`src/rtl/definitions_pkg.sv`:
```
// rtl/definitions_pkg.sv - shared tiny5 memory-side types and constants
package definitions;

  typedef enum logic [1:0] {
    MEM_ACCESS_SIZE_BYTE = 2'd0,
    MEM_ACCESS_SIZE_HALF = 2'd1,
    MEM_ACCESS_SIZE_WORD = 2'd2
  } mem_access_size_t;

  typedef enum logic [1:0] {
    IDLE = 2'd0,
    BUSY = 2'd1,
    RESP = 2'd2
  } mem_arb_state_t;

  localparam int MEM_ARB_MAX_LATENCY = 4;

endpackage

```
`src/rtl/memory_array_interface.sv`:
```
// rtl/memory_array_interface.sv - single read/write port onto the memory array
interface memory_array_interface;
  import definitions::*;

  logic [31:0]      rd_addr;
  mem_access_size_t rd_size;
  logic [31:0]      rd_data;
  logic [31:0]      wr_addr;
  mem_access_size_t wr_size;
  logic [31:0]      wr_data;
  logic             wr_enable;

  modport master (
    output rd_addr, rd_size, wr_addr, wr_size, wr_data, wr_enable,
    input  rd_data
  );

  modport slave (
    input  rd_addr, rd_size, wr_addr, wr_size, wr_data, wr_enable,
    output rd_data
  );

endinterface

```
`src/rtl/rr_arbiter2.sv`:
```
// rtl/rr_arbiter2.sv - two-way round-robin grant, one-hot, purely combinational
module rr_arbiter2 (
  input  logic       valid0,
  input  logic       valid1,
  input  logic       last_grant,
  output logic [1:0] grant
);

  // On a tie the port that did not win last time is served.
  always_comb begin
    grant = 2'b00;
    if (valid0 && valid1) begin
      grant = last_grant ? 2'b01 : 2'b10;
    end else if (valid0) begin
      grant = 2'b01;
    end else if (valid1) begin
      grant = 2'b10;
    end
  end

endmodule

```
`src/rtl/memory_arbiter.sv`:
```
// rtl/memory_arbiter.sv - round-robin sharing of one memory array port between fetch and load/store
module memory_arbiter
  import definitions::*;
#(
  parameter int LATENCY = 1
) (
  input  logic             clk,
  input  logic             reset_n,
  input  logic             req0_valid,
  output logic             req0_ready,
  input  logic [31:0]      req0_addr,
  input  mem_access_size_t req0_size,
  input  logic             req0_we,
  input  logic [31:0]      req0_wdata,
  output logic             resp0_valid,
  output logic [31:0]      resp0_data,
  input  logic             req1_valid,
  output logic             req1_ready,
  input  logic [31:0]      req1_addr,
  input  mem_access_size_t req1_size,
  input  logic             req1_we,
  input  logic [31:0]      req1_wdata,
  output logic             resp1_valid,
  output logic [31:0]      resp1_data,
  memory_array_interface.master mem
);

  localparam int            CW         = $clog2(MEM_ARB_MAX_LATENCY);
  localparam logic [CW-1:0] COUNT_INIT = CW'(LATENCY - 1);

  if (LATENCY < 1 || LATENCY > MEM_ARB_MAX_LATENCY) begin : g_bad_latency
    $error("memory_arbiter: LATENCY must be in 1..MEM_ARB_MAX_LATENCY");
  end

  mem_arb_state_t   state;
  mem_arb_state_t   state_next;
  logic             last_grant;
  logic [CW-1:0]    count;
  logic [31:0]      lat_addr;
  logic [31:0]      lat_wdata;
  mem_access_size_t lat_size;
  logic             lat_we;
  logic             lat_port;
  logic [31:0]      resp_data;
  logic [1:0]       grant;
  logic             grantable;
  logic             accept;

  rr_arbiter2 u_rr (
    .valid0     (req0_valid),
    .valid1     (req1_valid),
    .last_grant (last_grant),
    .grant      (grant)
  );

  assign grantable  = (state != BUSY);
  assign req0_ready = grantable & grant[0];
  assign req1_ready = grantable & grant[1];
  assign accept     = grantable & (|grant);

  always_comb begin
    state_next = state;
    case (state)
      IDLE:    if (accept) state_next = BUSY;
      BUSY:    if (count == '0) state_next = RESP;
      RESP:    state_next = accept ? BUSY : IDLE;
      default: state_next = IDLE;
    endcase
  end

  always_ff @(posedge clk or negedge reset_n) begin
    if (!reset_n) begin
      state      <= IDLE;
      last_grant <= 1'b1;
      count      <= '0;
      lat_addr   <= '0;
      lat_wdata  <= '0;
      lat_size   <= MEM_ACCESS_SIZE_WORD;
      lat_we     <= 1'b0;
      lat_port   <= 1'b0;
      resp_data  <= '0;
    end else begin
      state <= state_next;
      if (accept) begin
        lat_port   <= grant[1];
        last_grant <= grant[1];
        lat_addr   <= grant[1] ? req1_addr  : req0_addr;
        lat_wdata  <= grant[1] ? req1_wdata : req0_wdata;
        lat_size   <= grant[1] ? req1_size  : req0_size;
        lat_we     <= grant[1] ? req1_we    : req0_we;
        count      <= COUNT_INIT;
      end else if (state == BUSY) begin
        // Array data is registered here so nothing downstream sees rd_data combinationally.
        if (count != '0) begin
          count <= count - 1'b1;
        end else begin
          resp_data <= lat_we ? '0 : mem.rd_data;
        end
      end
    end
  end

  assign mem.rd_addr   = lat_addr;
  assign mem.wr_addr   = lat_addr;
  assign mem.rd_size   = lat_size;
  assign mem.wr_size   = lat_size;
  assign mem.wr_data   = lat_wdata;
  // The counter still holds its load value only in the first BUSY cycle: one write pulse.
  assign mem.wr_enable = (state == BUSY) && (count == COUNT_INIT) && lat_we;

  assign resp0_valid = (state == RESP) && !lat_port;
  assign resp1_valid = (state == RESP) &&  lat_port;
  assign resp0_data  = resp_data;
  assign resp1_data  = resp_data;

endmodule
```
`src/flat_wrapper.sv`:
```
// flat-port wrapper written by rule: the top's interface ports become plain ports
module memory_arbiter_flat import definitions::*;
#(
  parameter int LATENCY = 1
)
  (clk, reset_n, req0_valid, req0_ready, req0_addr, req0_size, req0_we, req0_wdata, resp0_valid, resp0_data, req1_valid, req1_ready, req1_addr, req1_size, req1_we, req1_wdata, resp1_valid, resp1_data, mem_rd_addr, mem_rd_size, mem_wr_addr, mem_wr_size, mem_wr_data, mem_wr_enable, mem_rd_data);
  memory_array_interface mem_i ();
  input  logic clk;
  input  logic reset_n;
  input  logic req0_valid;
  output logic req0_ready;
  input  logic [31:0] req0_addr;
  input  mem_access_size_t req0_size;
  input  logic req0_we;
  input  logic [31:0] req0_wdata;
  output logic resp0_valid;
  output logic [31:0] resp0_data;
  input  logic req1_valid;
  output logic req1_ready;
  input  logic [31:0] req1_addr;
  input  mem_access_size_t req1_size;
  input  logic req1_we;
  input  logic [31:0] req1_wdata;
  output logic resp1_valid;
  output logic [31:0] resp1_data;
  output wire logic [$bits(mem_i.rd_addr)-1:0] mem_rd_addr;
  output wire logic [$bits(mem_i.rd_size)-1:0] mem_rd_size;
  output wire logic [$bits(mem_i.wr_addr)-1:0] mem_wr_addr;
  output wire logic [$bits(mem_i.wr_size)-1:0] mem_wr_size;
  output wire logic [$bits(mem_i.wr_data)-1:0] mem_wr_data;
  output wire logic [$bits(mem_i.wr_enable)-1:0] mem_wr_enable;
  input wire logic [$bits(mem_i.rd_data)-1:0] mem_rd_data;
  assign mem_rd_addr = mem_i.rd_addr;
  assign mem_rd_size = mem_i.rd_size;
  assign mem_wr_addr = mem_i.wr_addr;
  assign mem_wr_size = mem_i.wr_size;
  assign mem_wr_data = mem_i.wr_data;
  assign mem_wr_enable = mem_i.wr_enable;
  assign mem_i.rd_data = mem_rd_data;
  memory_arbiter #(.LATENCY(LATENCY)) u_core (.clk(clk), .reset_n(reset_n), .req0_valid(req0_valid), .req0_ready(req0_ready), .req0_addr(req0_addr), .req0_size(req0_size), .req0_we(req0_we), .req0_wdata(req0_wdata), .resp0_valid(resp0_valid), .resp0_data(resp0_data), .req1_valid(req1_valid), .req1_ready(req1_ready), .req1_addr(req1_addr), .req1_size(req1_size), .req1_we(req1_we), .req1_wdata(req1_wdata), .resp1_valid(resp1_valid), .resp1_data(resp1_data), .mem(mem_i));
endmodule
```
`config.mk`:
```
export PLATFORM = sky130hd
export DESIGN_NAME = memory_arbiter_flat
export DESIGN_NICKNAME = d
export VERILOG_FILES = /design/src/rtl/definitions_pkg.sv /design/src/rtl/memory_array_interface.sv /design/src/rtl/rr_arbiter2.sv /design/src/rtl/memory_arbiter.sv /design/src/flat_wrapper.sv
export SDC_FILE = /design/constraint.sdc
export NUM_CORES = 1
export LEC_CHECK = 0
export CORE_AREA = 2 2 131 133
export DETAILED_ROUTE_END_ITERATION = 10
export DIE_AREA = 0 0 133 135
export PLACE_DENSITY = 0.73
export SLEW_MARGIN = 20
export SYNTH_ARGS = -nofsm -noshare
export SYNTH_HDL_FRONTEND = slang
export SYNTH_SLANG_ARGS = --single-unit
```
`constraint.sdc`:
```
create_clock -name clk -period 1.9 [get_ports clk]
set_clock_uncertainty 0.1 [all_clocks]
set_input_delay 0.38 -clock clk [delete_from_list [all_inputs] [get_ports clk]]
set_output_delay 0.38 -clock clk [all_outputs]
set_load 0.05 [all_outputs]
```
==> impl_metrics.tcl <==
set metrics [dict create \
    outcome "finished, violations left" \
    yosys_warnings 0 \
    utilization_pct 54.6 \
    ys_ff_latch 105 \
    rr_worst_depth 6 \
    hold_violations 0 \
    cap_violations 0 \
    grt_start_max_net_pins 60 \
    critical_path_required_ns 1.42 \
    synth_edf_count 0 \
    p_leak_nw 4.11 \
    hold_class "in -> async" \
    use_met2_pct 31.3 \
    total_power_mw 12.3 \
    ctsRootBufferMaster "clkbuf_16" \
    maxSlewViolCount 0 \
    peakVddDrop_mv 0.789 \
    h-tree-depth 3 \
    synthFlopType "dfrtp_1" \
    tns_ns -0.0249 \
    cts_tree "built" \
    fin_crit_sh_pct 101 \
    clkSlewWorstSetupHoldPaths_ns 0.07 \
    drive_gt1_share_pct 48.6 \
    port_buffers 338 \
    r2r-end "u_core.mem.wr_data[3]" \
    avgViaCountPerCell 4.56 \
    firstDrtPassIters 4 \
    drtAntennaViolNets 0 \
    io_pins 339 \
    clock_latency_ns 0.34 \
    grt_overflow 0 \
    p_clk_share_pct 17.4 \
    rows 47 \
    grtUsageTotal_pct 17.1 \
    syn_inst 452 \
    seq_power_share_pct 26.7 \
    syn-num-nets 623 \
    syn_area_sq_um 5480 \
    cp_max_fo 2 \
    route.detailed.drc 0 \
    synth_most_common_cell "dfrtp_1" \
    gr-usage-met3_pct 4.99 \
    power.density_nw_per_um2 1370 \
    fmax_mhz 520 \
    synth.distinct_cells 29 \
    hpwl_um 12400 \
    avgSynthCellArea_sq_um 12.1 \
    synth_top_area_share_pct 47.1 \
    first_global_vias 4594 \
    sw_frac_of_total_pct 46.9 \
    finalInstanceArea_sq_um 8970 \
    die-area_sq_um 18000 \
    coreArea_sq_um 16400 \
    num_vias 4425 \
    cts.sinks 105 \
    postSynth.asyncResetShare_pct 100 \
    detail_route.wl_per_cell_um 16.6 \
    syn_to_final_growth_pct 63.7 \
    chipWidth_um 133 \
    r2r_start "u_core.last_grant" \
    violations "negative setup slack" \
    rsz0062_at_grt "true" \
    synthTopCellsByCount "103 x dfrtp_1, 97 x mux2_2, 66 x buf_4, 64 x nand2_1, 35 x mux2_4" \
    use_met1_pct 18.4 \
    final_nets 917 \
    finalSetupViolations 1 \
    yosysTopAreaCell "dfrtp_1" \
    clockBufferDepth 2 \
    critPathLaunchType "register" \
    slew_headroom_pct 72.8 \
    worst_setup_path_end_kind "primary output" \
    ys_seq_area_share_pct 48.0 \
    synth_area_leaders "dfrtp_1 47%, mux2_2 20%, mux2_4 9.6%" \
    busiest_layer "met2" \
    max_slew.worst_pin.slew_ns 0.409 \
    detail_route.iter0.violations 128 \
    p_comb_share_pct 55.9 \
    placed_area_sq_um 8460 \
    gp_congestion 0.800 \
    ff2ff_setup_slack_ns 0.05 \
    drt_wl_total_um 16200 \
    initial_core_util_pct 33.4 \
    p_switching_mw 5.75 \
    p_int_mw 6.53 \
    layout_setup_ws_ns -0.0249 \
    finalCriticalPeriod_ns 1.92 \
    worst_ep_arrival_time_ns 1.44 \
    numCtsBuffers 9 \
    antenna_cells 0 \
    grt_pass1_wl_um 24100 \
    path_class "reg -> out" \
    grt_antenna_before_repair 0 \
    die_y_um 135 \
]
[layout by cell type, fill, tap and decap left out, drive strengths merged]
master         Yosys  layout
nor3b              2       2
and3               1       1
clkbuf            10      11
buf               81     203
o21ai             32      32
mux2             132     132
a211oi             1       1
bufinv             0       3
nand2             64      64
nor2               5       5
clkdlybuf4s50      0     166
and2               1       1
mux2i              2       2
dlygate4sd3        0       1
ha                 1       1
nand2b             2       2
xnor2              1       1
a21boi             1       1
nand3b             1       1
dlygate4sd2        0       2
clkinv             1       4
dfrtp            103     103
and3b              1       1
a31oi              1       1
dfstp              2       2
o21a               1       1
inv                3       4
a21oi              2       2
o22ai              1       1
[critical path: stages, from the launching register on]
cell      delay, ns
dfstp_2        0.57
buf_6          0.10
nand2b_4       0.10
and3_4         0.19
buf_12         0.14
[per-stage QoR]
stage          hold slack, ns  instances  worst slack (ns)
2_1_floorplan         -0.0156        452            -0.103
3_3_place_gp            0.237        944            -0.318
3_5_place_dp            0.240        944            -0.332
4_1_cts                 0.397        969           -0.0431
5_1_grt                 0.423        971           -0.0812
6_report                0.401        971           -0.0249
[layer usage]
| layer | vias up | routed length (um) |
|---|---|---|
| met5 | - | 0 |
| met4 | 0 | 418 |
| met3 | 31 | 1250 |
| met2 | 223 | 8480 |
| met1 | 2117 | 6020 |
| li1 | 2054 | - |
[flip-flops by register name, indices dropped and copies added (netlist names)]
name                count
u_core.mem.rd_size      2
u_core.lat_port         1
u_core.lat_we           1
u_core.count            2
u_core.mem.rd_addr     32
u_core.state            2
u_core.last_grant       1
u_core.resp0_data      32
u_core.mem.wr_data     32
[repair_timing]
action	CTS	global route
endpoints found under the hold margin	26	0
hold buffers	1	0
gates cloned	0	2
pin swaps	4	2
gates resized for setup	7	10
endpoints found under the setup margin	3	43
setup buffers	9	1
[power groups by stage]
stage	logic, mW	registers (mW)	clock network [mW]
after floorplan	3.05	5.12	0
final	6.87	3.28	2.14
after global placement	6.73	3.29	0
after detailed placement	6.80	3.32	0
after CTS	6.86	3.29	2.22
after global routing	7.11	3.36	2.30
[kinds of logic (layout without fill, tap and decap cells)]
group           after synthesis  count (layout)  share of synthesized area [%]
mux                         134             134                           29.9
flops                       105             105                           48.0
buf+inv                      95             394                           11.9
simple gates                 77              77                           5.80
compound gates               39              39                           3.95
fa+ha+maj                     1               1                          0.228
xor+xnor                      1               1                          0.160
[cell type report]
cell class | instances | area [sq um]
sequential | 105 | 2630
inverter | 4 | 15.0
tap | 220 | 275
fill | 1380 | 7440
clock inverter | 7 | 118
timing repair buffer | 374 | 3470
clock buffer | 9 | 225
multi-input combinational | 252 | 2230
[how the worst max path moves through the flow]
stage,slack (ns),cells past startpoint,start,endpoint
3_3_place_gp,-0.32,6,req1_valid,u_core.mem.rd_addr[5]
3_5_place_dp,-0.33,6,req1_valid,u_core.mem.rd_addr[19]
5_1_grt,-0.08,4,u_core.last_grant,req0_ready
2_1_floorplan,-0.10,6,u_core.count[0],mem_wr_enable
4_1_cts,-0.04,4,u_core.last_grant,req0_ready
6_report,-0.02,4,u_core.last_grant,req0_ready
Note: power is estimated with default switching activity, not from simulation.
